## src/rtl/mem_arbiter_if.sv

```systemverilog
// Single requester port of the memory arbiter: request/ack handshake plus address and data.
// The requester is the master; the arbiter is the slave.
interface mem_arbiter_if;
  logic        req;
  logic        we;
  logic [15:0] addr;
  logic [7:0]  wdata;
  logic        ack;
  logic [7:0]  rdata;

  modport master (output req, we, addr, wdata, input ack, rdata);
  modport slave  (input req, we, addr, wdata, output ack, rdata);
endinterface

```

## src/rtl/mem_arbiter.sv

```systemverilog
// Two-port arbiter for the shared single-ported mem: ack ACCESS_CYCLES+1 cycles after grant, one access per ACCESS_CYCLES+2.
// Requests are held until ack; losers wait. ROUND_ROBIN_EN selects round-robin ties, otherwise port 0 has fixed priority.
module mem_arbiter #(
  parameter int ACCESS_CYCLES = 1
) (
  input  logic         clk,
  input  logic         reset,
  mem_arbiter_if.slave m0,
  mem_arbiter_if.slave m1,
  output logic [15:0]  mem_addr,
  output logic [7:0]   mem_wdata,
  output logic         mem_we,
  input  logic [7:0]   mem_rdata,
  output logic         owner
);

  localparam int CNT_W = (ACCESS_CYCLES > 1) ? $clog2(ACCESS_CYCLES) : 1;

  typedef enum logic [1:0] {
    IDLE   = 2'd0,
    ACCESS = 2'd1,
    ACK    = 2'd2
  } state_t;

  state_t           state_q, state_d;
  logic [CNT_W-1:0] cnt_q, cnt_d;
  logic             op_we_q, op_we_d;
  logic [15:0]      addr_d;
  logic [7:0]       wdata_d;
  logic             we_d;
  logic             owner_d;
  logic             ack0_q, ack0_d, ack1_q, ack1_d;
  logic [7:0]       rdata0_q, rdata0_d, rdata1_q, rdata1_d;
  logic             any_req;
  logic             pick_m1;

  assign any_req = m0.req | m1.req;

`ifdef ROUND_ROBIN_EN
  // On a tie the port that did not own the last access goes next.
  assign pick_m1 = m1.req & (~m0.req | ~owner);
`else
  assign pick_m1 = m1.req & ~m0.req;
`endif

  assign m0.ack   = ack0_q;
  assign m1.ack   = ack1_q;
  assign m0.rdata = rdata0_q;
  assign m1.rdata = rdata1_q;

  always_ff @(posedge clk or negedge reset) begin
    if (!reset) begin
      state_q <= IDLE;
    end else begin
      state_q <= state_d;
    end
  end

  always_comb begin
    state_d = state_q;
    case (state_q)
      IDLE:    if (any_req) state_d = ACCESS;
      ACCESS:  if (cnt_q == '0) state_d = ACK;
      ACK:     state_d = IDLE;
      default: state_d = IDLE;
    endcase
  end

  always_comb begin
    addr_d   = mem_addr;
    wdata_d  = mem_wdata;
    we_d     = 1'b0;
    owner_d  = owner;
    op_we_d  = op_we_q;
    cnt_d    = cnt_q;
    ack0_d   = 1'b0;
    ack1_d   = 1'b0;
    rdata0_d = rdata0_q;
    rdata1_d = rdata1_q;
    case (state_q)
      IDLE: begin
        if (any_req) begin
          addr_d  = pick_m1 ? m1.addr  : m0.addr;
          wdata_d = pick_m1 ? m1.wdata : m0.wdata;
          we_d    = pick_m1 ? m1.we    : m0.we;
          op_we_d = we_d;
          owner_d = pick_m1;
          cnt_d   = CNT_W'(ACCESS_CYCLES - 1);
        end
      end
      ACCESS: begin
        // mem_we already dropped after the first ACCESS edge; op_we_q remembers the direction.
        if (cnt_q == '0) begin
          if (!op_we_q) begin
            if (owner) rdata1_d = mem_rdata;
            else       rdata0_d = mem_rdata;
          end
          ack0_d = ~owner;
          ack1_d = owner;
        end else begin
          cnt_d = cnt_q - 1'b1;
        end
      end
      default: ;
    endcase
  end

  always_ff @(posedge clk or negedge reset) begin
    if (!reset) begin
      mem_addr  <= 16'h0000;
      mem_wdata <= 8'h00;
      mem_we    <= 1'b0;
      owner     <= 1'b0;
      op_we_q   <= 1'b0;
      cnt_q     <= '0;
      ack0_q    <= 1'b0;
      ack1_q    <= 1'b0;
      rdata0_q  <= 8'h00;
      rdata1_q  <= 8'h00;
    end else begin
      mem_addr  <= addr_d;
      mem_wdata <= wdata_d;
      mem_we    <= we_d;
      owner     <= owner_d;
      op_we_q   <= op_we_d;
      cnt_q     <= cnt_d;
      ack0_q    <= ack0_d;
      ack1_q    <= ack1_d;
      rdata0_q  <= rdata0_d;
      rdata1_q  <= rdata1_d;
    end
  end

endmodule

```

## src/flat_wrapper.sv

```systemverilog
// flat-port wrapper written by rule: the top's interface ports become plain ports
module mem_arbiter_flat 
#(
  parameter int ACCESS_CYCLES = 1
)
  (clk, reset, mem_addr, mem_wdata, mem_we, mem_rdata, owner, m0_req, m0_we, m0_addr, m0_wdata, m0_ack, m0_rdata, m1_req, m1_we, m1_addr, m1_wdata, m1_ack, m1_rdata);
  mem_arbiter_if m0_i ();
  mem_arbiter_if m1_i ();
  input  logic clk;
  input  logic reset;
  output logic [15:0] mem_addr;
  output logic [7:0] mem_wdata;
  output logic mem_we;
  input  logic [7:0] mem_rdata;
  output logic owner;
  input wire logic [$bits(m0_i.req)-1:0] m0_req;
  input wire logic [$bits(m0_i.we)-1:0] m0_we;
  input wire logic [$bits(m0_i.addr)-1:0] m0_addr;
  input wire logic [$bits(m0_i.wdata)-1:0] m0_wdata;
  output wire logic [$bits(m0_i.ack)-1:0] m0_ack;
  output wire logic [$bits(m0_i.rdata)-1:0] m0_rdata;
  input wire logic [$bits(m1_i.req)-1:0] m1_req;
  input wire logic [$bits(m1_i.we)-1:0] m1_we;
  input wire logic [$bits(m1_i.addr)-1:0] m1_addr;
  input wire logic [$bits(m1_i.wdata)-1:0] m1_wdata;
  output wire logic [$bits(m1_i.ack)-1:0] m1_ack;
  output wire logic [$bits(m1_i.rdata)-1:0] m1_rdata;
  assign m0_i.req = m0_req;
  assign m0_i.we = m0_we;
  assign m0_i.addr = m0_addr;
  assign m0_i.wdata = m0_wdata;
  assign m0_ack = m0_i.ack;
  assign m0_rdata = m0_i.rdata;
  assign m1_i.req = m1_req;
  assign m1_i.we = m1_we;
  assign m1_i.addr = m1_addr;
  assign m1_i.wdata = m1_wdata;
  assign m1_ack = m1_i.ack;
  assign m1_rdata = m1_i.rdata;
  mem_arbiter #(.ACCESS_CYCLES(ACCESS_CYCLES)) u_core (.clk(clk), .reset(reset), .m0(m0_i), .m1(m1_i), .mem_addr(mem_addr), .mem_wdata(mem_wdata), .mem_we(mem_we), .mem_rdata(mem_rdata), .owner(owner));
endmodule
```

## config.mk

```make
export PLATFORM = sky130hd
export DESIGN_NAME = mem_arbiter_flat
export DESIGN_NICKNAME = d
export VERILOG_FILES = /design/src/rtl/mem_arbiter_if.sv /design/src/rtl/mem_arbiter.sv /design/src/flat_wrapper.sv
export SDC_FILE = /design/constraint.sdc
export NUM_CORES = 1
export LEC_CHECK = 0
export BUFFER_PORTS_ARGS = -buffer_cell sky130_fd_sc_hd__buf_2
export CORE_MARGIN = 1.5
export CORE_UTILIZATION = 46
export DETAILED_ROUTE_END_ITERATION = 10
export PLACE_DENSITY = 0.79
export SLEW_MARGIN = 20
export SYNTH_ARGS = -nofsm -noshare
export SYNTH_HDL_FRONTEND = slang
export SYNTH_SLANG_ARGS = --single-unit
```

## constraint.sdc

```tcl
create_clock -name clk -period 2 [get_ports clk]
set_input_delay 0.1 -clock clk [delete_from_list [all_inputs] [get_ports clk]]
set_output_delay 0.1 -clock clk [all_outputs]
set_load 0.05 [all_outputs]
```

---- Word level (Yosys, flattened, before mapping) ----
Index checks and enable logic that the tools add are counted.
cells by class
  equality and inequality tests ........... 3
  multiplexer cells ....................... 15
  $lt $le $gt $ge ......................... 0
  divide/modulo/power cells ............... 0
  reduce and logical (&&, ||, !) cells .... 7
  shifts and indexed selects .............. 0
  $mul .................................... 0
  bitwise operators ....................... 6
  add/subtract/negate cells ............... 1
operators with widths
  cell                 number
  $mux 16              1
  $mux 1               9
  $mux 8               1
  $reduce_and 4->1     2
  $reduce_and 2->1     3
  $mux 2               2
  $not 1->1            4
  $pmux 2 s2           1
  $eq 2x1->1 const B   1
  $logic_not 2->1      1
  $ne 2x1->1 const B   1
  $ne 2x2->1 const B   1
  $pmux 1 s2           1
  $reduce_bool 2->1    1
  $and 1x1->1          1
  $or 1x1->1           1
  $sub 1x1->1 const B  1
word-level totals
  word-level logic and storage cells ...... 43
  bits in registers ....................... 48
  memory bits (read-only) ................. 0
  output and inout bits ................... 44
  memory bits (writable) .................. 0
  memories ................................ 0
  bits in latches ......................... 0

---- Longest topological paths before layout ----
Gate-level depths: netlist of run 1.
  depth after elaboration ................. 5
  gate-level depth with buffers ........... 5

---- Least setup slack after synthesis of run 1 ----
OpenSTA, ideal clock, no wires.
  path kind ............................... register to register
  from .................................... reg u_core.owner
  to ...................................... reg u_core.rdata1_q[1] (netlist: u_core.m1.rdata[1])
  path slack .............................. 0.331 ns
  required time ........................... 1.875 ns
  cell stages (with the launch flop) ...... 5
  arrival ................................. 1.544 ns
  path through ............................ dfrtp_1 and3b_1 and2_1 buf_2 mux2_2
between the ends
  cells in the longest elaborated chain, start to end .. 1
RTL lines
  item                        RTL line            text
  from (decl)                 mem_arbiter.sv:14   output logic owner
  from (signal assigned)      mem_arbiter.sv:124  owner <= owner_d;
  $reduce_and 4->1 (no line)  n/a
  to (signal assigned)        mem_arbiter.sv:130  rdata1_q <= rdata1_d;
  to (decl)                   mem_arbiter.sv:33   logic [7:0] rdata0_q, rdata0_d, rdata1_q, rdata1_d;
Every way passes these cells.
A chain may end at the register's enable or synchronous reset.

---- Final worst setup path of run 1 ----
  from .................................... reg u_core.state_q[1]
  to ...................................... reg u_core.rdata1_q[7] (netlist: u_core.m1.rdata[7])
between the ends
  cells in the longest elaborated chain, start to end .. 2
RTL lines
  item                        RTL line           text
  from (decl)                 mem_arbiter.sv:25  state_t state_q, state_d;
  from (signal assigned)      mem_arbiter.sv:55  state_q <= state_d;
  $eq 2x1->1                  mem_arbiter.sv:80  case (state_q)
  $reduce_and 4->1 (no line)  n/a
Every way passes these cells.

==> results of run 1 <==
[worst paths after layout]
kind                               startpoint                   to  cells past startpoint
setup / recovery            u_core.state_q[1]   u_core.m1.rdata[7]                      3
hold / removal                         m0_req         u_core.owner                      2
setup reg to reg            u_core.state_q[1]   u_core.m1.rdata[7]                      3
hold reg to reg            u_core.m1.rdata[6]   u_core.m1.rdata[6]                      1
max in group asynchronous               reset    u_core.state_q[0]                      3
min in group asynchronous               reset  u_core.mem_addr[10]                      2
[flip-flops by register name, summed over array words and instances, names as in the netlist, 2 cells and up]
name / flops
u_core.m0.rdata: 8
u_core.m1.rdata: 8
u_core.mem_wdata: 8
u_core.mem_addr: 16
u_core.state_q: 2
[cells in the mapped netlist, drive strengths merged]
library cell | n | area, sq um
mux2 | 64 | 863
dfrtp | 47 | 1180
buf | 4 | 51.3
nor2 | 3 | 11.3
a21oi | 2 | 10.0
clkbuf | 2 | 27.5
inv | 2 | 7.51
nand2b | 2 | 20.0
nor3 | 2 | 32.5
and2 | 1 | 6.26
and3b | 1 | 8.76
nor2b | 1 | 6.26
nor3b | 1 | 7.51
nor4b | 1 | 8.76
o21bai | 1 | 7.51
[layer usage]
layer	GRT usage, %	vias up	share of wire (%)
met5	0	-	0
met4	6.50	0	1.8
met3	3.59	8	4.5
met2	27.1	57	50
met1	21.5	685	44
li1	-	695	-
[critical path, delay by kind of cell, from the launching register on]
| family | cells | cell delay, ns |
|---|---|---|
| DFF | 1 | 0.43 |
| muxes | 1 | 0.38 |
| and+or+nand+nor | 2 | 0.58 |
[power groups by stage]
stage          logic (W)  clock network [W]  registers, W
2_1_floorplan   0.000964                  0       0.00328
3_3_place_gp     0.00318                  0       0.00170
3_5_place_dp     0.00323                  0       0.00171
4_1_cts          0.00323           0.000690       0.00170
5_1_grt          0.00334           0.000730       0.00176
6_report         0.00320           0.000668       0.00170
[final cells by class]
type                    instances  area [sq um]
clock inverters                 3          43.8
inverters                       2          7.51
clock buffers                   5          68.8
well taps                      67          83.8
multi-input cells              79           982
repair buffers                109           558
flip-flops and latches         47          1180
fillers                       388          1800
[logic make-up (layout without fill, tap and decap cells)]
family	after synthesis	in the layout
AND/OR/NAND/NOR	12	12
flip-flops	47	47
AO/OA/AOI/OAI	3	3
multiplexers	64	64
buffers and inverters	8	119
[through the flow]
stage	worst slack (ns)	utilization (%)	total power, W	hold slack (ns)	instance area [sq um]
floorplan	0.331	-	0.00425	-0.196	2240
global placement	0.536	59.2	0.00488	0.0350	2800
detailed placement	0.503	59.2	0.00494	0.0363	2800
CTS	0.489	61.8	0.00562	0.0285	2920
global route	0.394	61.8	0.00583	0.0415	2920
finish	0.501	61.8	0.00556	0.0366	2920
==> results.md, run 1 <==
• 75.0% — Final period util
• 1.50 ns — time the worst path needs with I/O delays and setup
• 16.8 sq um — Avg Inst Size Synth
• 13.5 microns — routed len/inst
• 0.00273 W — NetSw
• 2 — Detailed Routing Iterations Pass 1
• 0 — warnings from Yosys
• 16.6% — Total Routing Usage GR
• 12.0% — Clock power frac
• and3b_1, and2_1, mux2_2 — cell-by-cell trace of the critical path
• 8 — largest fanout on the critical path
• 52.4% — proportion of synthesized chip area in sequential cells
• 31 — number of DRC violations after detailed-routing iteration 0
• multiplexers — main combinational cell family by area after synthesis
• 57.5% — logic gate share of total power
• 0.08 ns — Clock transition at path regs
• 0.50 ns — reg-to-reg setup timing slack
• 0 — antenna cell count
• 2.18 ns — critical path data required time
• 30.5% — Reg power frac
• 32 — pin count of the biggest net entering global routing
• 0 — CTS resizes
• 0% — Post-Synth Adder-Cell Area
• 0.00224 sq mm — post-synthesis instance area
• 0 — total setup buffers inserted after CTS
• 1910 mW/mm^2 — P per Cell Area
• buf_2 — most common library cell in the layout ignoring fill and taps
• 1050 uV — maximum VDD drop
• 1.68 ns — WP data arrival
• 2 — CTS Buffer Depth
• dfrtp_1 — Slowest-stage cell, CP
• 0.00283 W — Cell Int Power
• 47.5% — effective utilization at floorplan
• 0 — count of final setup violators
• 0.455 ns — actual transition at the worst max-transition pin
• 196 — syn nets
• 1.53 nW — leakage power summed over all cells
• flop — Critical Path Source Type
• 312 — number of cells in the finished layout apart from fillers
• false — unrepaired setup endpoints after global routing
• 6.73 mm — wire length of the first global-routing pass
• buf_2, dfrtp_1, mux2_4, mux2_2, clkbuf_8 — highest-count cells in the layout ignoring fill and taps
• 30.1% — area grow syn2layout
• input port to flop — class of the worst hold path
• 38.5% — multiplexer share of the synthesized area
• 0.00531 sq mm — overall die area
• 0.00919 ns — worst setup skew after layout
• 0 — max-cap violation count
• 4.63 — Via density
• 25 — standard-cell row count
• 105 — number of I/O port buffers
• 134 — number of instances in the synthesized netlist
• flop to flop — critical path class
• 0 — final hold violation count
• complete, no violations — result of the run
• clkbuf_8 — cell at the root of the clock tree
• 667 MHz — highest achievable clock rate
• 303 — number of instances in the placed design
• 1435 — vias in the first global route
• 69.7% — max_slew headroom
• 0.29 ns — insertion delay of the later-clocked pin in the worst-skew pair
• 5 — TritonCTS Buffers
• 72.9 microns — die outline width
• 0 — remaining global-route overflow
• 73.1% — share of cells above drive strength 1
• 3.28 mm — DP HPWL
• 0.780% — fraction of the mapped netlist area in compound gates
• 2 — H-tree levels
• 0% — fraction of synthesized cell area in xor and xnor cells
• 47 — synthesized flop and latch total
• 0 ns — Setup Total Neg Slack
• 0 — max-slew violation count
• 21 — Synth cell types
• 0.00472 sq mm — Core ar.
• 106 — I/O pin total
• 0 — post-detailed-route count of antenna-violating nets
• 1445 — Vias
• 49.1% — Switching Fraction
• 0 — final routed DRC violation total
• 0 — initial antenna violation count
• built — CTS tree
• 72.9 microns — vertical die dimension
• 0.43 ns — slowest cell delay on critical path
• 47 — number of sinks driven by the clock tree
• 0.735 — global placement routability congestion
• 4.52% — share of synthesized cell area in and, or, nand and nor gates
• 4.22 mm — total routed wirelength
• flop — sort of element at the end of the critical path
• 1 — Hold-fix buffers, CTS
• 306 — final layout net count
(Power assumes the default switching activity.)
==> inputs of run 2 (changes only) <==
--- a/config.mk
+++ b/config.mk
@@ -5,11 +5,12 @@
 export SDC_FILE = /design/constraint.sdc
 export NUM_CORES = 1
 export LEC_CHECK = 0
+export ABC_AREA = 1
 export BUFFER_PORTS_ARGS = -buffer_cell sky130_fd_sc_hd__buf_2
 export CORE_MARGIN = 1.5
-export CORE_UTILIZATION = 46
+export CORE_UTILIZATION = 42
 export DETAILED_ROUTE_END_ITERATION = 10
-export PLACE_DENSITY = 0.79
+export PLACE_DENSITY = 0.76
 export SLEW_MARGIN = 20
 export SYNTH_ARGS = -nofsm -noshare
 export SYNTH_HDL_FRONTEND = slang
==> constraint.sdc (replaced) <==
create_clock -name clk -period 1.37 [get_ports clk]
set_input_delay 0.0685 -clock clk [delete_from_list [all_inputs] [get_ports clk]]
set_output_delay 0.0685 -clock clk [all_outputs]
set_load 0.05 [all_outputs]
==> results.md, run 2 <==
• complete, no violations — result of the run
• 521 — fill cell count
• 0.00226 sq mm — post-synthesis instance area
• 0.09 ns — Clock transition at path regs
• 11.7 microns — routed len/inst
• dfrtp_1 — largest area contributor in the synthesized netlist
• 4 — Detailed Routing Iterations Pass 1
• dfrtp_1 — Slowest-stage cell, CP
• 789 MHz — highest achievable clock rate
• u_core.mem_addr — register with the most flip-flops
• 0 — warnings from Yosys
• 0.00831 ns — worst setup skew after layout
• 0 — remaining global-route overflow
• 1.20 ns — WP data arrival
• 34.8% — share of cells above drive strength 1
• 0 — max-slew violation count
• 0.30 ns — insertion delay of the later-clocked pin in the worst-skew pair
• dfrtp_1 — most used flip-flop cell after synthesis
• 0 — initial antenna violation count
• 2139 — Vias
• 86 — number of DRC violations after detailed-routing iteration 0
• 92.5% — Final period util
• 26 — standard-cell row count
• 19.5% — Total Routing Usage GR
• dfrtp_1, nand2_1, nand3_1 — top cells by area, synth
• simple AND/OR/NAND/NOR gates — main combinational cell family by area after synthesis
• 1.74 nW — leakage power summed over all cells
• 0% — Post-Synth Adder-Cell Area
• 3.97 mm — DP HPWL
• 0 — antenna cell count
• 1270 uV — maximum VDD drop
• 5.32 mm — total routed wirelength
• 0% — fraction of synthesized cell area in xor and xnor cells
• nand2_1, buf_2, dfrtp_1, nand3_1, nand4_1 — highest-count cells in the layout ignoring fill and taps
• 341 — syn nets
• 100% — post-synthesis async set-or-reset flop share
• 47 — number of sinks driven by the clock tree
• 279 — number of instances in the synthesized netlist
• 0.00434 W — NetSw
• 1980 — vias in the first global route
• 4.70 — Via density
• false — unrepaired setup endpoints after global routing
• built — CTS tree
• 76.3 microns — vertical die dimension
• flop to primary output — critical path class
• nand2_1 — most common library cell in the layout ignoring fill and taps
• nand2_1 — most common cell in the synthesized netlist
• 0.41 ns — slowest cell delay on critical path
• 0 — post-detailed-route count of antenna-violating nets
• 29.5% — area grow syn2layout
• 0 — final routed DRC violation total
• 0 — max-cap violation count
• 5 — TritonCTS Buffers
• 0.222% — fraction of the mapped netlist area in compound gates
• 0.0336 ns — smallest hold slack
• 52.1% — area fraction of the dominant cell type after synthesis
• 10 — largest fanout on the critical path
• 0 — Post-synth EDFFs
• 0 — final hold violation count
• 56.5% — logic gate share of total power
• 67.3% — max_slew headroom
• 0.00583 sq mm — overall die area
• clkbuf_8 — cell at the root of the clock tree
• 446 — final layout net count
• 105 — number of I/O port buffers
• 23 — Synth cell types
• 12.8% — Clock power frac
• 16 — flip-flop count of the largest register after layout
• 54.7% — Switching Fraction
• 2 — H-tree levels
• 9.08 mm — wire length of the first global-routing pass
• 43.9% — effective utilization at floorplan
• 0 — count of final setup violators
• 0% — multiplexer share of the synthesized area
• 0.00514 sq mm — Core ar.
• buf_4, buf_2 — cell-by-cell trace of the critical path
• 0 ns — Setup Total Neg Slack
• input port to flop — class of the worst hold path
• 0.00359 W — Cell Int Power
• 0.488 ns — actual transition at the worst max-transition pin
• 30.6% — Reg power frac
• 106 — I/O pin total
• nand2_1, dfrtp_1, nand3_1, nand4_1 — list of most frequent post-synthesis cells
• 52.1% — proportion of synthesized chip area in sequential cells
• flop — Critical Path Source Type
• 40.4% — share of synthesized cell area in and, or, nand and nor gates
• 47 — synthesized flop and latch total
• primary output — sort of element at the end of the critical path
• 2 — CTS Buffer Depth
• 76.3 microns — die outline width
• 0.866 — global placement routability congestion
• 29 — pin count of the biggest net entering global routing
• 2710 mW/mm^2 — P per Cell Area
• 1.27 ns — time the worst path needs with I/O delays and setup
• 1.30 ns — critical path data required time
• 8.09 sq um — Avg Inst Size Synth
## run 2: changes by cell type after synthesis, moves of 4 or more
cell	delta
buf_2	+4
buf_4	+5
inv_2	+4
mux2_1	-4
mux2_2	-22
mux2_4	-38
nand2_1	+158
nand3_1	+25
nand4_1	+16
## run 2: path summary, 6_finish.rpt
path | slack (ns) | cells after the start | end | startpoint
max | 0.10 | 2 | owner | u_core.owner
min | 0.03 | 3 | u_core.m0.rdata[7] | mem_rdata[7]
max reg2reg | 0.16 | 5 | u_core.op_we_q | u_core.state_q[1]
min in group asynchronous | 0.23 | 2 | u_core.mem_addr[9] | reset
max in group asynchronous | 0.58 | 3 | u_core.mem_wdata[6] | reset
min reg2reg | 0.48 | 2 | u_core.mem_wdata[0] | u_core.mem_wdata[0]
## run 2: power groups by stage
stage / sequential (W) / combinational, W / clock (W)
after CTS: 0.00242 / 0.00452 / 0.00104
after global placement: 0.00244 / 0.00444 / 0
after floorplan: 0.00456 / 0.00149 / 0
after global routing: 0.00252 / 0.00481 / 0.00109
after detailed placement: 0.00243 / 0.00453 / 0
final: 0.00243 / 0.00449 / 0.00102
## run 2: final cells by class
class,instances,area (sq um),area share [%]
Timing Repair Buffer,113,588,20.1
Clock buffer,5,68.8,2.35
Inverter,8,40.0,1.37
Tap cell,70,87.6,2.99
Sequential cell,47,1180,40.2
Clock inverter,3,46.3,1.58
Multi-Input combinational cell,209,918,31.4
## run 2: cells by family (layout without fill, tap and decap cells)
| kind of cell | Yosys count | in the layout |
|---|---|---|
| DFF | 47 | 47 |
| AOI/OAI and AO/OA | 1 | 1 |
| and+or+nand+nor | 208 | 208 |
| buffers and inverters | 23 | 129 |
## run 2: routing by layer
layer | vias to the layer above | routed length, microns | track usage, %
met5 | - | 0 | 0
met4 | 0 | 70 | 7.59
met3 | 5 | 286 | 3.35
met2 | 83 | 2590 | 34.7
met1 | 958 | 2370 | 23.4
li1 | 1093 | - | -
## run 2: metrics by stage
step                      instances  instance area [sq um]  utilization [%]  setup WS, ns  total power (W)
after CTS                       455                   2920             56.8         0.104          0.00798
after global routing            455                   2930             56.9        0.0434          0.00842
after detailed placement        446                   2800             54.4         0.131          0.00696
final                           455                   2930             56.9         0.103          0.00793
after global placement          446                   2800             54.4         0.158          0.00687
after floorplan                 279                   2260                -        0.0677          0.00605
## run 2: critical path: cells and delay by family, from the launching register on
| kind | cells | cell delay, ns |
|---|---|---|
| DFF | 1 | 0.41 |
| buffers and inverters | 2 | 0.48 |
## run 2: what timing repair did
action,4_1_cts,5_1_grt
endpoints found under the setup margin,0,7
resized for setup,0,1
hold buffers,1,0
buffers inserted,0,0
endpoints found under the hold margin,19,0
